==> src/rtl/rr_stream_mux_pkg.sv <==
// ==== rr_stream_mux_pkg : shared constants, channel index type, round-robin search ====
// Rev 1.0 -- initial release
`default_nettype none

package rr_stream_mux_pkg;

  localparam int DEFAULT_WIDTH = 16;
  localparam int DEFAULT_N     = 8;
  localparam int MAX_N         = 16;
  localparam int CHAN_W        = 4;

  typedef logic [CHAN_W-1:0] chan_t;
  typedef logic [MAX_N-1:0]  req_t;

  typedef struct packed {
    logic  found;
    chan_t idx;
  } pick_t;

  // First set bit of req searching upward from ptr+1, wrapping modulo n.
  function automatic pick_t next_requester(input req_t req, input chan_t ptr, input int n);
    pick_t r;
    int    c;
    chan_t ci;
    r = '0;
    for (int k = 1; k <= MAX_N; k++) begin
      c  = (int'(ptr) + k) % n;
      ci = chan_t'(c);
      if (k <= n && !r.found && req[ci]) begin
        r.found = 1'b1;
        r.idx   = ci;
      end
    end
    return r;
  endfunction

endpackage

`default_nettype wire

==> src/rtl/rr_stream_mux_if.sv <==
// ==== rr_stream_mux_if : N-channel input streams plus one output stream ====
// Rev 1.0 -- initial release
`default_nettype none

interface rr_stream_mux_if #(
  parameter int WIDTH = 16,
  parameter int N     = 8
);
  logic [N*WIDTH-1:0]     in_data;
  logic [N-1:0]           in_valid;
  logic [N-1:0]           in_ready;
  logic [WIDTH-1:0]       out_data;
  logic                   out_valid;
  logic                   out_ready;
  logic [$clog2(N)-1:0]   out_chan;

  modport master (
    output in_data, in_valid, out_ready,
    input  in_ready, out_data, out_valid, out_chan
  );

  modport slave (
    input  in_data, in_valid, out_ready,
    output in_ready, out_data, out_valid, out_chan
  );
endinterface

`default_nettype wire

==> src/rtl/rr_arbiter.sv <==
// ==== rr_arbiter : combinational round-robin grant with pointer register ====
// Rev 1.0 -- initial release
`default_nettype none

module rr_arbiter
  import rr_stream_mux_pkg::*;
#(
  parameter int N = DEFAULT_N
) (
  input  wire logic                 clk,
  input  wire logic                 rst,
  input  wire logic [N-1:0]         req,
  input  wire logic                 load,
  input  wire logic                 force_en,
  input  wire logic [$clog2(N)-1:0] force_sel,
  output logic      [N-1:0]         grant,
  output logic                      grant_valid,
  output logic      [$clog2(N)-1:0] grant_idx
);

  localparam int CW = $clog2(N);

  logic [CW-1:0] ptr;
  req_t          req_ext;
  pick_t         rr_pick;
  logic          force_hit;

  assign req_ext   = req_t'(req);
  assign rr_pick   = next_requester(req_ext, chan_t'(ptr), N);
  assign force_hit = (int'(force_sel) < N) && req_ext[force_sel];

  always_comb begin
    grant_valid = 1'b0;
    grant_idx   = '0;
    grant       = '0;
    if (!rst && load) begin
      if (force_en) begin
        if (force_hit) begin
          grant_valid = 1'b1;
          grant_idx   = force_sel;
        end
      end else if (rr_pick.found) begin
        grant_valid = 1'b1;
        grant_idx   = CW'(rr_pick.idx);
      end
    end
    if (grant_valid) begin
      grant = N'(1) << grant_idx;
    end
  end

  // A forced grant leaves the rotation where it was.
  always_ff @(posedge clk) begin
    if (rst) begin
      ptr <= CW'(N - 1);
    end else if (grant_valid && !force_en) begin
      ptr <= grant_idx;
    end
  end

endmodule

`default_nettype wire

==> src/rtl/rr_stream_mux.sv <==
// ==== rr_stream_mux : round-robin N-to-1 stream mux with registered output ====
// Rev 1.0 -- optional forced select via RR_STREAM_MUX_FORCE_SEL_EN
`default_nettype none

module rr_stream_mux
  import rr_stream_mux_pkg::*;
#(
  parameter int WIDTH = DEFAULT_WIDTH,
  parameter int N     = DEFAULT_N
) (
  input  wire logic                 clk,
  input  wire logic                 rst,
`ifdef RR_STREAM_MUX_FORCE_SEL_EN
  input  wire logic                 force_en,
  input  wire logic [$clog2(N)-1:0] force_sel,
`endif
  rr_stream_mux_if.slave            bus
);

  localparam int CW = $clog2(N);

  logic             load;
  logic             force_en_w;
  logic [CW-1:0]    force_sel_w;
  logic [N-1:0]     grant;
  logic             grant_valid;
  logic [CW-1:0]    grant_idx;
  logic [WIDTH-1:0] data_q;
  logic [CW-1:0]    chan_q;
  logic             valid_q;

`ifdef RR_STREAM_MUX_FORCE_SEL_EN
  assign force_en_w  = force_en;
  assign force_sel_w = force_sel;
`else
  assign force_en_w  = 1'b0;
  assign force_sel_w = '0;
`endif

  assign load = !valid_q || bus.out_ready;

  rr_arbiter #(.N(N)) u_arb (
    .clk         (clk),
    .rst         (rst),
    .req         (bus.in_valid),
    .load        (load),
    .force_en    (force_en_w),
    .force_sel   (force_sel_w),
    .grant       (grant),
    .grant_valid (grant_valid),
    .grant_idx   (grant_idx)
  );

  assign bus.in_ready  = grant;
  assign bus.out_data  = data_q;
  assign bus.out_chan  = chan_q;
  assign bus.out_valid = valid_q;

  // Data and channel hold their last value when the slot drains empty.
  always_ff @(posedge clk) begin
    if (rst) begin
      valid_q <= 1'b0;
      data_q  <= '0;
      chan_q  <= '0;
    end else if (grant_valid) begin
      valid_q <= 1'b1;
      data_q  <= bus.in_data[grant_idx*WIDTH +: WIDTH];
      chan_q  <= grant_idx;
    end else if (load) begin
      valid_q <= 1'b0;
    end
  end

endmodule

`default_nettype wire

==> src/flat_wrapper.sv <==
// flat-port wrapper written by rule: the top's interface ports become plain ports
module rr_stream_mux_flat import rr_stream_mux_pkg::*;
#(
  parameter int WIDTH = DEFAULT_WIDTH,
  parameter int N     = DEFAULT_N
)
  (clk, rst, bus_in_data, bus_in_valid, bus_out_ready, bus_in_ready, bus_out_data, bus_out_valid, bus_out_chan);
  rr_stream_mux_if #(.WIDTH(WIDTH), .N(N)) bus_i ();
  input  wire logic clk;
  input  wire logic rst;
  input wire logic [$bits(bus_i.in_data)-1:0] bus_in_data;
  input wire logic [$bits(bus_i.in_valid)-1:0] bus_in_valid;
  input wire logic [$bits(bus_i.out_ready)-1:0] bus_out_ready;
  output wire logic [$bits(bus_i.in_ready)-1:0] bus_in_ready;
  output wire logic [$bits(bus_i.out_data)-1:0] bus_out_data;
  output wire logic [$bits(bus_i.out_valid)-1:0] bus_out_valid;
  output wire logic [$bits(bus_i.out_chan)-1:0] bus_out_chan;
  assign bus_i.in_data = bus_in_data;
  assign bus_i.in_valid = bus_in_valid;
  assign bus_i.out_ready = bus_out_ready;
  assign bus_in_ready = bus_i.in_ready;
  assign bus_out_data = bus_i.out_data;
  assign bus_out_valid = bus_i.out_valid;
  assign bus_out_chan = bus_i.out_chan;
  rr_stream_mux #(.WIDTH(WIDTH), .N(N)) u_core (.clk(clk), .rst(rst), .bus(bus_i));
endmodule
==> config.mk <==
export PLATFORM = sky130hd
export DESIGN_NAME = rr_stream_mux_flat
export DESIGN_NICKNAME = d
export VERILOG_FILES = /design/src/rtl/rr_stream_mux_pkg.sv /design/src/rtl/rr_stream_mux_if.sv /design/src/rtl/rr_arbiter.sv /design/src/rtl/rr_stream_mux.sv /design/src/flat_wrapper.sv
export SDC_FILE = /design/constraint.sdc
export NUM_CORES = 1
export LEC_CHECK = 0
export CAP_MARGIN = 15
export CORE_AREA = 2 2 114 88
export CTS_BUF_LIST = sky130_fd_sc_hd__clkbuf_4 sky130_fd_sc_hd__clkbuf_8
export DETAILED_ROUTE_END_ITERATION = 8
export DIE_AREA = 0 0 116 90
export GPL_ROUTABILITY_DRIVEN = 0
export PLACE_DENSITY = 0.66
export SLEW_MARGIN = 15
export SYNTH_ARGS = -nofsm -noshare
export SYNTH_HDL_FRONTEND = slang
export SYNTH_SLANG_ARGS = --single-unit
==> constraint.sdc <==
create_clock -name clk -period 5.12 [get_ports clk]
set_input_delay 1.024 -clock clk [delete_from_list [all_inputs] [get_ports clk]]
set_output_delay 1.024 -clock clk [all_outputs]
set_load 0.05 [all_outputs]
==> summary.txt <==
Logic synthesis
  • Post-synth top cells: mux2i_1 (41), dfxtp_1 (23), and2_1 (18), mux2_1 (18), o221ai_1 (16)
  • Post-Synth XOR/XNOR Area: 0.0124
  • Mapped Avg Cell Area: ~9.8 um2
  • Post-Synth Simple-Gate Area: 0.120
  • Unique masters post-synth: 51
  • Mux cell area share after synthesis: 0.410
  • Syn_nets: roughly 420
  • Adder-cell area share of the yosys netlist: 0.00918
  • Post-synth ARST share: 0
  • Synth Cell Area: approximately 0.0027 mm2
  • Yosys reg bits: 23
  • Syn Inst Count: about 280
  • Most frequent cell after synthesis: mux2i_1
  • Seq/Total Area, Yosys: 0.169
  • Synth warn: 0
  • Dominant cell type by area after synthesis: dfxtp_1
  • Ys flop type: dfxtp_1
  • Largest family of logic cells by synthesized area: multiplexers
  • Synth top area share: 0.169
  • Largest cells by area after synthesis: dfxtp_1 (17%), mux2i_1 (15%), mux4_2 (9.1%)
  • EDFF count, synth: 0
  • Synth Area in Compound Gates: 0.217

Timing
  • Tightest slew margin relative to the limit: 0.403
  • Finish-stage setup viols: 0
  • Max Transition Viols Final: 0
  • Setup tns final: 0 ns
  • Transition time at the pin with the least slew margin: ~0.9 ns
  • Min cycle time layout: 4.99 ns
  • Period Utilization, post-route: 0.974
  • Hold violation count in the final report: 0
  • Highest clock rate: roughly 200 MHz
  • Unrepaired setup endpoints after global routing: false
  • Min Hold Slack: 0.451 ns
  • Setup Skew: about 0.0022 ns
  • Final WS setup: ~0.13 ns

Floorplan
  • # IOs: roughly 170
  • Die X: 116 um
  • Std-Cell Rows: 31
  • Core box area: about 0.0094 mm2
  • Die height: around 90 um
  • Initial Utilization: 0.290
  • Die outline area: between 0.01 and 0.015 mm2

Cells and area
  • Design area: 0.00481 mm2
  • Area of the multi-input gates: 0.00213 mm2
  • Layout cells sized above 1: 0.195
  • Number of diodes: 0
  • P&R area growth vs syn: 76.5%
  • NumNets Final: slightly below 600
  • Number of fill cells: slightly below 900
  • Sequential cell area: 460 um2
  • Fin cells: ~580

Power and ir drop
  • Max VDD drop: approximately 0.29 mV
  • P per Cell Area: between 600 and 700 mW/mm2
  • Leak pwr: 1.85 nW

Min path
  • Worst hold path type: flop to flop

Placed design
  • # port buffers: between 150 and 200
  • Dpl ws: -0.355 ns
  • DP Area: roughly 0.0047 mm2
  • Post-placement cell count: just under 600
  • Hpwl dp: a little over 8 mm

Worst setup path
  • Setup CP Type: input pin to output port
  • Worst Setup Start Kind: input pin
  • WP data arrival: slightly below 4 ns
  • Setup crit end kind: output port
  • WP data required: between 4 and 5 ns
  • CP max FO: 19

Flow run
  • Maxcap violations: 0

Routing
  • Vias per std cell: a little over 5
  • Antenna viol nets, final: 0
  • Drt drc: 0
  • DRT iter0 DRCs: 172
  • DRT Wirelength: around 10 mm
  • 1st-pass router iterations: 4
  • Routed len/inst: between 15 and 20 um
  • DR vias: 3015

Global routing
  • First-pass GRT wire length: around 15 mm
  • Total track usage: 0.185
  • GRT Residual Overflow: 0
  • Largest net degree at the start of global routing: 20
  • Initial antenna violation count: 0
  • Vias in the first global route: between 3000 and 4000

Clock tree
  • Worst skew pair latency: between 0.2 and 0.3 ns
  • TritonCTS clock tree: yes
  • Clock root buffer: clkbuf_8
  • # clock sinks: 23
  • Num CTS Buffers: 3
  • Htree depth: 1
  • Clock slew at reported path FFs: approximately 0.09 ns
  • Clock tree buffer depth: 2

Run status
  • Status: complete, no violations
==> path summary, 6_finish.rpt <==
path	startpoint	endpoint	slack [ns]	depth (start not counted)
max	bus_in_valid[7]	bus_in_ready[1]	0.13	11
min	u_core.bus.out_chan[1]$_SDFFE_PP0P_	u_core.bus.out_chan[1]$_SDFFE_PP0P_	0.45	2
max reg2reg	u_core.u_arb.ptr[0]$_SDFFE_PP1P_	u_core.bus.out_data[10]$_SDFFE_PP0P_	0.99	13
min reg2reg	u_core.bus.out_chan[1]$_SDFFE_PP0P_	u_core.bus.out_chan[1]$_SDFFE_PP0P_	0.45	2
==> layout by cell type (no fill, tap or decap), types with 3 or more instances in the layout <==
| cell | instances |
|---|---|
| clkdlybuf4s50_1 | 157 |
| mux2i_1 | 41 |
| buf_4 | 25 |
| dfxtp_1 | 23 |
| and2_1 | 18 |
| mux2_1 | 18 |
| o221ai_1 | 16 |
| a221oi_1 | 13 |
| mux2_2 | 12 |
| nor2_1 | 12 |
| mux4_2 | 11 |
| nand2_1 | 9 |
| mux2_4 | 8 |
| o21ai_0 | 8 |
| inv_1 | 7 |
| a221oi_2 | 7 |
| buf_12 | 7 |
| a21oi_1 | 5 |
| and3_1 | 4 |
| nor3_1 | 3 |
| a211oi_1 | 3 |
| nand2b_1 | 3 |
| clkbuf_8 | 3 |
==> critical path: stages <==
cell	delay (ns)
clkdlybuf4s50_1	0.53
mux4_2	0.57
mux2_2	0.33
nor2_4	0.10
and3_4	0.24
o2111ai_1	0.18
a31oi_4	0.23
buf_4	0.19
buf_16	0.19
and3_1	0.23
buf_12	0.15
==> sequential cells by signal, summed over array words and instances (netlist names) <==
register / flops
u_core.u_arb.ptr: 3
u_core.bus.out_data: 16
u_core.bus.out_valid: 1
u_core.bus.out_chan: 3
==> kinds of logic (layout without fill, tap and decap cells) <==
group           after synthesis  after routing
simple gates                 60             60
xor+xnor                      3              3
buf+inv                      30            204
flops                        23             23
mux                          90             90
compound gates               70             70
fa+ha+maj                     2              2
==> through the flow <==
step                 util  power, mW
floorplan               -       2.07
global placement    0.500       2.84
detailed placement  0.500       2.88
CTS                 0.511       3.08
global route        0.512       3.28
finish              0.512       3.08
==> routing by layer <==
| metal | vias to the layer above | GRT usage | wire (um) |
|---|---|---|---|
| li1 | 1446 | - | - |
| met5 | - | 0 | 0 |
| met3 | 4 | 0.0566 | 1140 |
| met1 | 1416 | 0.229 | 4320 |
| met2 | 149 | 0.327 | 4860 |
| met4 | 0 | 0.0179 | 42 |
==> cell type report <==
class	instances	share of cell area
tap	132	0.0343
timing repair buffer	192	0.410
multi-input combinational	225	0.444
clock buffer	4	0.0101
inverter	8	0.00624
sequential	23	0.0957
==> repair_timing <==
| item | CTS | global route |
|---|---|---|
| pin swaps | 1 | 0 |
| hold buffers | 0 | 0 |
| gates resized for setup | 2 | 4 |
| endpoints found under the setup margin | 5 | 6 |
| setup buffers | 1 | 0 |
| cloned | 1 | 0 |
==> report_power, final <==
| group | switching [mW] | internal (mW) | total (mW) |
|---|---|---|---|
| sequential | 0.0477 | 0.269 | 0.316 |
| combinational | 1.41 | 1.22 | 2.64 |
| clock | 0.0623 | 0.0609 | 0.123 |
Note: power is estimated with default switching activity, not from simulation.
